File: src/rtl/rm_sched_pkg.sv
// Shared types and constants for the ISS step scheduler.
package rm_sched_pkg;

    // Width of the interrupt cause carried with each retire entry
    localparam int CAUSE_W = 11;

    // Default width of the RVFI order tag
    localparam int ORDER_W = 64;

    // Scheduler control states
    typedef enum logic [1:0] {
        IDLE    = 2'd0,
        IRQ_UPD = 2'd1,
        STEP    = 2'd2
    } sched_state_e;

    // One buffered DUT retire event, as seen by the ISS
    typedef struct packed {
        logic [ORDER_W-1:0] order;
        logic               intr;
        logic [CAUSE_W-1:0] cause;
    } retire_entry_t;

endpackage

File: src/rtl/rm_sched_fifo.sv
// Small synchronous FIFO holding retire events until the ISS steps them.
// The head entry is read combinationally so it is valid the same cycle the
// scheduler starts a step.
module rm_sched_fifo #(
    parameter int DEPTH = 4,
    parameter int WIDTH = 76
) (
    input  logic                       clk_i,
    input  logic                       rst_ni,
    input  logic                       push_i,
    input  logic                       pop_i,
    input  logic [WIDTH-1:0]           wdata_i,
    output logic [WIDTH-1:0]           rdata_o,
    output logic                       full_o,
    output logic                       empty_o,
    output logic [$clog2(DEPTH):0]     count_o
);
    import rm_sched_pkg::*;

    localparam int AW = $clog2(DEPTH);
    localparam logic [AW:0] FULL_CNT = DEPTH[AW:0];

    logic [WIDTH-1:0] mem [DEPTH];
    logic [AW-1:0]    wr_ptr_reg;
    logic [AW-1:0]    rd_ptr_reg;
    logic [AW:0]      count_reg;

    // Storage write; contents need no reset because occupancy gates reads
    always_ff @(posedge clk_i) begin
        if (push_i) begin
            mem[wr_ptr_reg] <= wdata_i;
        end
    end

    // Pointer and occupancy tracking; pointers wrap since DEPTH is a power of two
    always_ff @(posedge clk_i or negedge rst_ni) begin
        if (!rst_ni) begin
            wr_ptr_reg <= '0;
            rd_ptr_reg <= '0;
            count_reg  <= '0;
        end else begin
            if (push_i) begin
                wr_ptr_reg <= wr_ptr_reg + AW'(1);
            end
            if (pop_i) begin
                rd_ptr_reg <= rd_ptr_reg + AW'(1);
            end
            if (push_i && !pop_i) begin
                count_reg <= count_reg + (AW+1)'(1);
            end else if (!push_i && pop_i) begin
                count_reg <= count_reg - (AW+1)'(1);
            end
        end
    end

    assign rdata_o = mem[rd_ptr_reg];
    assign full_o  = (count_reg == FULL_CNT);
    assign empty_o = (count_reg == '0);
    assign count_o = count_reg;

endmodule

File: src/rtl/rm_step_scheduler.sv
// Lock-step scheduler between the DUT RVFI monitor and the ISS step wrapper.
// Buffers retires, tags them with interrupts that became pending before (or
// with) them, forwards interrupt-line changes, and issues one ISS step per
// retire through a req/ack handshake.
module rm_step_scheduler #(
    parameter int DEPTH   = 4,
    parameter int IRQ_W   = 32,
    parameter int ORDER_W = 64,
    parameter int CAUSE_W = 11
) (
    input  logic                       clk_i,
    input  logic                       rst_ni,
    input  logic                       retire_valid_i,
    input  logic [ORDER_W-1:0]         retire_order_i,
    input  logic [IRQ_W-1:0]           irq_i,
    output logic                       irq_update_o,
    output logic [IRQ_W-1:0]           irq_vec_o,
    output logic                       step_req_o,
    input  logic                       step_ack_i,
    output logic [ORDER_W-1:0]         step_order_o,
    output logic                       step_intr_o,
    output logic [CAUSE_W-1:0]         step_cause_o,
    output logic [$clog2(DEPTH):0]     count_o,
    output logic                       overflow_o
);
    import rm_sched_pkg::*;

    // Entry layout inside the FIFO: {order, intr, cause}
    localparam int ENTRY_W = ORDER_W + 1 + CAUSE_W;

    sched_state_e state_reg, state_next;

    logic [IRQ_W-1:0]   irq_q;
    logic [IRQ_W-1:0]   irq_vec_reg;
    logic               upd_pend_reg;
    logic               intr_pend_reg;
    logic [CAUSE_W-1:0] intr_cause_reg;
    logic               overflow_reg;

    logic               irq_change;
    logic               irq_new_intr;
    logic [CAUSE_W-1:0] irq_cause;
    logic               tag_intr;
    logic [CAUSE_W-1:0] tag_cause;

    logic               fifo_full;
    logic               fifo_empty;
    logic               push;
    logic               pop;
    logic [ENTRY_W-1:0] fifo_wdata;
    logic [ENTRY_W-1:0] fifo_rdata;

    // Cause is the index of the lowest set interrupt line (scan high to low,
    // so the last hit wins)
    always_comb begin
        irq_cause = '0;
        for (int i = IRQ_W - 1; i >= 0; i--) begin
            if (irq_i[i]) begin
                irq_cause = CAUSE_W'(i);
            end
        end
    end

    assign irq_change   = (irq_i != irq_q);
    assign irq_new_intr = irq_change && (|irq_i);

    // A change arriving in the same cycle as a retire tags that retire
    assign tag_intr  = irq_new_intr || intr_pend_reg;
    assign tag_cause = irq_new_intr ? irq_cause : intr_cause_reg;

    // Untagged entries carry a zero cause so stale causes never leak out
    assign fifo_wdata = {retire_order_i, tag_intr, (tag_intr ? tag_cause : {CAUSE_W{1'b0}})};

    // Pop only on an acknowledged step; a full FIFO still accepts a push
    // when it pops in the same cycle
    assign pop  = (state_reg == STEP) && step_ack_i;
    assign push = retire_valid_i && (!fifo_full || pop);

    rm_sched_fifo #(
        .DEPTH (DEPTH),
        .WIDTH (ENTRY_W)
    ) u_fifo (
        .clk_i   (clk_i),
        .rst_ni  (rst_ni),
        .push_i  (push),
        .pop_i   (pop),
        .wdata_i (fifo_wdata),
        .rdata_o (fifo_rdata),
        .full_o  (fifo_full),
        .empty_o (fifo_empty),
        .count_o (count_o)
    );

    // Interrupt-line sampling, change latching and pending-update flag
    always_ff @(posedge clk_i or negedge rst_ni) begin
        if (!rst_ni) begin
            irq_q        <= '0;
            irq_vec_reg  <= '0;
            upd_pend_reg <= 1'b0;
        end else begin
            irq_q <= irq_i;
            if (irq_change) begin
                irq_vec_reg  <= irq_i;
                upd_pend_reg <= 1'b1;
            end else if (state_reg == IRQ_UPD) begin
                upd_pend_reg <= 1'b0;
            end
        end
    end

    // Pending interrupt tag: consumed by an accepted retire, kept on a drop
    always_ff @(posedge clk_i or negedge rst_ni) begin
        if (!rst_ni) begin
            intr_pend_reg  <= 1'b0;
            intr_cause_reg <= '0;
        end else begin
            if (push) begin
                intr_pend_reg <= 1'b0;
            end else if (irq_new_intr) begin
                intr_pend_reg <= 1'b1;
            end
            if (irq_new_intr && !push) begin
                intr_cause_reg <= irq_cause;
            end
        end
    end

    // Sticky record of any retire dropped because the FIFO was full
    always_ff @(posedge clk_i or negedge rst_ni) begin
        if (!rst_ni) begin
            overflow_reg <= 1'b0;
        end else if (retire_valid_i && !push) begin
            overflow_reg <= 1'b1;
        end
    end

    // Scheduler state register
    always_ff @(posedge clk_i or negedge rst_ni) begin
        if (!rst_ni) begin
            state_reg <= IDLE;
        end else begin
            state_reg <= state_next;
        end
    end

    // Next-state and handshake outputs; updates win only when idle, a step
    // in flight always runs to its ack
    always_comb begin
        state_next   = state_reg;
        irq_update_o = 1'b0;
        step_req_o   = 1'b0;
        step_order_o = '0;
        step_intr_o  = 1'b0;
        step_cause_o = '0;
        unique case (state_reg)
            IDLE: begin
                if (upd_pend_reg) begin
                    state_next = IRQ_UPD;
                end else if (!fifo_empty) begin
                    state_next = STEP;
                end
            end
            IRQ_UPD: begin
                irq_update_o = 1'b1;
                state_next   = IDLE;
            end
            STEP: begin
                step_req_o   = 1'b1;
                step_order_o = fifo_rdata[ENTRY_W-1 -: ORDER_W];
                step_intr_o  = fifo_rdata[CAUSE_W];
                step_cause_o = fifo_rdata[CAUSE_W-1:0];
                if (step_ack_i) begin
                    state_next = IDLE;
                end
            end
            default: begin
                state_next = IDLE;
            end
        endcase
    end

    assign irq_vec_o  = irq_vec_reg;
    assign overflow_o = overflow_reg;

endmodule

File: config.mk
export PLATFORM = sky130hd
export DESIGN_NAME = rm_step_scheduler
export DESIGN_NICKNAME = d
export VERILOG_FILES = /design/src/rtl/rm_sched_pkg.sv /design/src/rtl/rm_sched_fifo.sv /design/src/rtl/rm_step_scheduler.sv
export SDC_FILE = /design/constraint.sdc
export NUM_CORES = 1
export LEC_CHECK = 0
export CORE_MARGIN = 2
export CORE_UTILIZATION = 30
export DETAILED_ROUTE_END_ITERATION = 7
export SLEW_MARGIN = 0
export SYNTH_ARGS = -nofsm -noshare
export SYNTH_HDL_FRONTEND = slang
export SYNTH_SLANG_ARGS = --single-unit
File: constraint.sdc
create_clock -name clk_i -period 4.6 [get_ports clk_i]
set_input_delay 0.92 -clock clk_i [delete_from_list [all_inputs] [get_ports clk_i]]
set_output_delay 0.92 -clock clk_i [all_outputs]
set_load 0.01 [all_outputs]
==> results of run 1 <==
[power by group]
| part | switching, W | leakage (nW) | internal [W] |
|---|---|---|---|
| clock | 0.00128 | 0.609 | 0.00177 |
| sequential | 0.000139 | 3.53 | 0.00412 |
| combinational | 0.000561 | 2.04 | 0.000387 |
| total | 0.00198 | 6.18 | 0.00627 |
[cell usage after synthesis, drive strengths merged]
cell type / number / area share (%)
xnor2: 4 / 0.25
o21ai: 11 / 0.39
o211ai: 1 / 0.053
conb: 1 / 0.026
nor3: 13 / 0.57
and3: 4 / 0.18
mux2: 28 / 2.2
clkbuf: 16 / 0.42
o21a: 1 / 0.053
a41o: 1 / 0.071
o31ai: 2 / 0.11
a211o: 1 / 0.062
mux4: 70 / 11
dfrtp: 81 / 14
o311ai: 1 / 0.062
a2bb2oi: 3 / 0.19
inv: 15 / 0.40
nand2b: 1 / 0.044
ha: 5 / 0.44
xor2: 34 / 2.1
a32oi: 1 / 0.062
fa: 1 / 0.14
o31a: 1 / 0.062
nand2: 17 / 0.47
a21oi: 9 / 0.32
nor4: 15 / 0.66
mux2i: 8 / 0.57
and2: 71 / 3.1
or4: 3 / 0.16
nand4: 3 / 0.13
nor2: 20 / 0.60
or2: 1 / 0.044
nor2b: 3 / 0.13
a21bo: 1 / 0.071
a311oi: 1 / 0.062
buf: 19 / 0.83
edfxtp: 280 / 59
nand3: 3 / 0.11
o21bai: 1 / 0.053
[cell usage in the layout (no fill, tap or decap), types with 15 or more instances in the layout]
| master | instances |
|---|---|
| nor2_1 | 18 |
| and2_1 | 71 |
| clkbuf_16 | 41 |
| xor2_1 | 34 |
| mux2_1 | 25 |
| mux4_2 | 70 |
| edfxtp_1 | 280 |
| nor4_1 | 15 |
| dfrtp_1 | 79 |
| nand2_1 | 16 |
| clkdlybuf4s50_1 | 206 |
| inv_1 | 15 |
[critical path, stage by stage, from the launching register on]
cell and delay [ns]:
dfrtp_4 0.66, buf_4 0.40, mux4_2 0.54, and2_1 0.17, clkdlybuf4s50_1 0.58
[cell families after synthesis]
family / after synthesis / share of synthesized area (%)
other: 1 / 0.0265
xor gates and xnor gates: 38 / 2.35
AOI/OAI and AO/OA: 35 / 1.61
buffers and inverters: 50 / 1.65
muxes: 106 / 13.9
and+or+nand+nor: 154 / 6.23
adders and majority gates: 6 / 0.583
DFF: 361 / 73.6
[stage by stage]
step | instances | worst slack [ns] | utilization [%] | total power [W]
CTS | 1620 | 0.658 | 39.3 | 0.00840
floorplan | 756 | 1.32 | - | 0.00480
global placement | 1547 | 1.06 | 36.6 | 0.00528
global route | 1620 | 0.579 | 39.3 | 0.00864
finish | 1621 | 0.765 | 39.3 | 0.00825
detailed placement | 1547 | 1.08 | 36.6 | 0.00531
[per-layer routing]
metal	part of all wire, %	wire length (um)	GRT usage [%]	vias to the layer above
met3	6.5	2050	4.10	38
met4	1.8	582	3.33	2
met5	0.041	13	0	-
met2	47	14800	20.8	223
li1	-	-	-	3376
met1	45	14100	16.8	3888
[worst paths after layout]
check                                     start  cells past startpoint                 to  slack (ns)
setup / recovery           u_fifo.rd_ptr_reg[0]                      4        step_intr_o        0.76
hold / removal                           rst_ni                      1       irq_vec_o[6]        0.37
setup reg to reg                   state_reg[1]                     10  u_fifo.count_o[2]        1.66
hold reg to reg                      overflow_o                      1         overflow_o        0.46
max in group asynchronous                rst_ni                      2       state_reg[1]        3.31
min in group clk_i                   overflow_o                      1         overflow_o        0.46
[cell type report]
type / count / area [um^2]
diodes: 1 / 2.50
fillers: 4244 / 28300
repair buffers: 219 / 2250
clock buffers: 54 / 1070
clock inverters: 19 / 170
inverters: 15 / 56.3
flip-flops and latches: 361 / 10400
well taps: 607 / 759
multi-input cells: 345 / 3550
==> flow_summary.toml, run 1 <==
[floorplanning]
fp.dieW_um = 221
io_pins = 214
die_area_um2 = 49000
core_um2 = 46600
die_h_um = 221
initial_core_util_pct = 30.4
fp-row-count = 79

[route]
dr.pass1.iters = 4
wl_per_cell_um = 19.4
ant_nets = 0
post-route-drc-count = 0
via_per_inst = 4.64
totalWireLength_um = 31500
via_count = 7527
initialDrtViolationCount = 402

[place]
dp_hpwl_um = 19300
io_buffer_count = 207
place_congestion = 0.771
placed_area_um2 = 17100

[clocking]
cts_hold_buf = 0
cts_buffer_depth = 3
root_buffer = "clkbuf_16"
clock_sinks = 361
cts_inserted_buffers = 40
post_cts_resize_count = 0
cts_setup_buffers = 0
cts_max_level = 2
cts_tree = "built"
clk_pin_slew_worst_paths_ns = 0.06
insertion_delay_ns = 0.55

[setup_path]
end_kind = "output pin"
cp_data_arrival_time_ns = 2.92
worstPathRequired_ns = 3.68
critPathMaxFanout = 17
path_class = "flip-flop to output pin"
cp-start-kind = "flip-flop"

[global_routing]
grt_pass1_vias = 8174
antenna_found_initial = 1
grt_overflow = 0
grt_max_degree = 49
track_usage_pct = 12.9
grt_pass1_wl_um = 48500

[synth]
synth_warnings = 0
netlist_instances = 751
ys_ff_latch = 361
yosysSeqAreaShare_pct = 73.6
yosysUniqueCellTypes = 46
synth_area_um2 = 14200
synth_area_per_cell_um2 = 18.9

[sta]
rsz0062_at_grt = "no"
setup_viol = 0
min_period_ns = 3.84
period_share_pct = 83.4
hold_slack_ns = 0.373
fmaxAchievable_mhz = 261
hold_viol_final = 0
slew_headroom_pct = 51.2
tns_ns = 0
drv_slew = 0
fin_skew_ns = 0.0152
timing_worst_slew_pin_value_ns = 0.732

[power]
power_density_nw_per_um2 = 451
vdd_drop_max_v = 0.000239
p_leak_nw = 6.18

[cells_and_area]
regMostFlops = "u_fifo.mem"
largest_reg_flops = 280
area_growth_pct = 29.1
layout-drive-gt1-share_pct = 15.0
final_nets = 1088
finalInstanceArea_um2 = 18300

[run]
drv_cap = 0

[status]
status = "completed"

[min_path]
min_path_type = "primary input to asynchronous set/reset pin"
(Power assumes the default switching activity.)
==> inputs of run 2 (changes only) <==
Clock period 4.6 ns to 3.24 ns, I/O delays scaled along.
==> run 2 against run 1 <==
  * Global-route usage is 0.14 points higher
  * Critical endpoint is now step_order_o[34]
  * Combinational power is 55% higher
  * Count of clock-buffer cells in the layout is 2 lower
  * Critical path depth is 1 higher
==> flow_summary.toml, run 2 (synthesis gave the netlist of run 1 again) <==
[global_routing]
antenna_found_initial = 0
track_usage_pct = 13.0
grt_overflow = 0
grt_pass1_vias = 8211
grt_max_degree = 74
grt_pass1_wl_um = 49300

[clocking]
cts_inserted_buffers = 41
cts_hold_buf = 0
cts_buffer_depth = 3
clk_pin_slew_worst_paths_ns = 0.05
root_buffer = "clkbuf_16"
insertion_delay_ns = 0.55
clock_sinks = 361
cts_max_level = 2
cts_tree = "built"

[sta]
period_share_pct = 97.6
tns_ns = 0
fin_skew_ns = 0.0185
timing_worst_slew_pin_value_ns = 0.764
min_period_ns = 3.16
hold_viol_final = 0
slew_headroom_pct = 49.1
setup_viol = 0
final.setup.worst_slack_ns = 0.0782
rsz0062_at_grt = "yes"
fmaxAchievable_mhz = 316
hold_slack_ns = 0.162
drv_slew = 0

[setup_path]
r2r-start = "state_reg[1]"
reg2reg_to = "u_fifo.count_o[2]"
worstPathRequired_ns = 2.59
worst_r2r_path_depth = 11
end_kind = "output pin"
cp-start-kind = "flip-flop"
cp_data_arrival_time_ns = 2.51
reg2reg_slack_ns = 0.60
critPathMaxFanout = 11
path_class = "flip-flop to output pin"

[cells_and_area]
insertedDiodeCount = 0
layout_common_cells = "edfxtp_1 (280), clkdlybuf4s50_1 (183), dfrtp_1 (79)"
regMostFlops = "u_fifo.mem"
utilization_pct = 40.5
area_growth_pct = 32.9
final_common_cell = "edfxtp_1"
fillers = 4204
layout-drive-gt1-share_pct = 18.1
final_cells = 1650
final_nets = 1121
largest_reg_flops = 280

[floorplanning]
core_um2 = 46600
die_h_um = 221
die_area_um2 = 49000
io_pins = 214
fp.dieW_um = 221
fp-row-count = 79
initial_core_util_pct = 30.4

[route]
initialDrtViolationCount = 446
via_count = 7622
wl_per_cell_um = 19.3
post-route-drc-count = 0
dr.pass1.iters = 5
totalWireLength_um = 31800
via_per_inst = 4.62
ant_nets = 0

[power]
power_density_nw_per_um2 = 630
switching_share_pct = 23.6
p_sw_w = 0.00279
p_leak_nw = 6.79
seqPwrFrac_pct = 51.0
intPower_w = 0.00907
clkPwrFrac_pct = 36.7
vdd_drop_max_v = 0.000459
p_comb_share_pct = 12.4

[status]
status = "completed"

[min_path]
min_path_type = "primary input to asynchronous set/reset pin"

[place]
place_inst = 1569
place_congestion = 0.774
dp_hpwl_um = 20300
pre_cts_slack_ns = 0.149
io_buffer_count = 207

[run]
drv_cap = 0
## run 2: what timing repair did
| item | 4_1_cts | 5_1_grt |
|---|---|---|
| setup buffers | 4 | 5 |
| endpoints found under the setup margin | 35 | 40 |
| gates cloned | 1 | 0 |
| resized for setup | 9 | 22 |
## run 2: final cells by class
type / count / area [um^2] / share of cell area, %
flip-flops and latches: 361 / 10400 / 55.4
multi-input cells: 345 / 3550 / 18.8
repair buffers: 251 / 2760 / 14.6
clock buffers: 52 / 1100 / 5.83
well taps: 607 / 759 / 4.03
clock inverters: 19 / 174 / 0.923
inverters: 15 / 56.3 / 0.299
## run 2: power groups by stage
stage,Clock (W),Sequential (W),Combinational (W)
2_1_floorplan,0,0.00615,0.000668
3_3_place_gp,0,0.00611,0.00152
3_5_place_dp,0,0.00614,0.00152
4_1_cts,0.00451,0.00605,0.00153
5_1_grt,0.00469,0.00611,0.00163
6_report,0.00435,0.00604,0.00147
## run 2: through the flow
step                      area (um^2)  total power (W)
after floorplan                 14200          0.00682
after global placement          17400          0.00763
after detailed placement        17400          0.00766
after CTS                       18700           0.0121
after global routing            18800           0.0124
final                           18800           0.0119
## run 2: worst max path at each step
| stage | from | end | slack, ns | cells past startpoint |
|---|---|---|---|---|
| after detailed placement | irq_i[3] | u_fifo.mem[3][11] | 0.15 | 6 |
| after CTS | u_fifo.rd_ptr_reg[0] | step_order_o[10] | -0.006 | 5 |
| final | u_fifo.rd_ptr_reg[0] | step_order_o[34] | 0.08 | 5 |
| after floorplan | state_reg[1] | u_fifo.mem[0][0] | 0.19 | 5 |
| after global placement | irq_i[10] | u_fifo.mem[0][11] | 0.20 | 6 |
| after global routing | u_fifo.rd_ptr_reg[0] | step_order_o[34] | -0.02 | 5 |
## run 2: critical path, stage by stage, from the launching register on
cell and delay (ns):
dfrtp_4 0.48, buf_16 0.18, buf_6 0.16, mux4_2 0.51, and2_1 0.17, clkdlybuf4s50_1 0.47
## run 2: routing by layer
metal | global-route usage [%] | share of wire [%]
met1 | 17.5 | 45
met2 | 20.8 | 47
met3 | 3.73 | 6.4
met4 | 3.36 | 2.0
met5 | 0 | 0
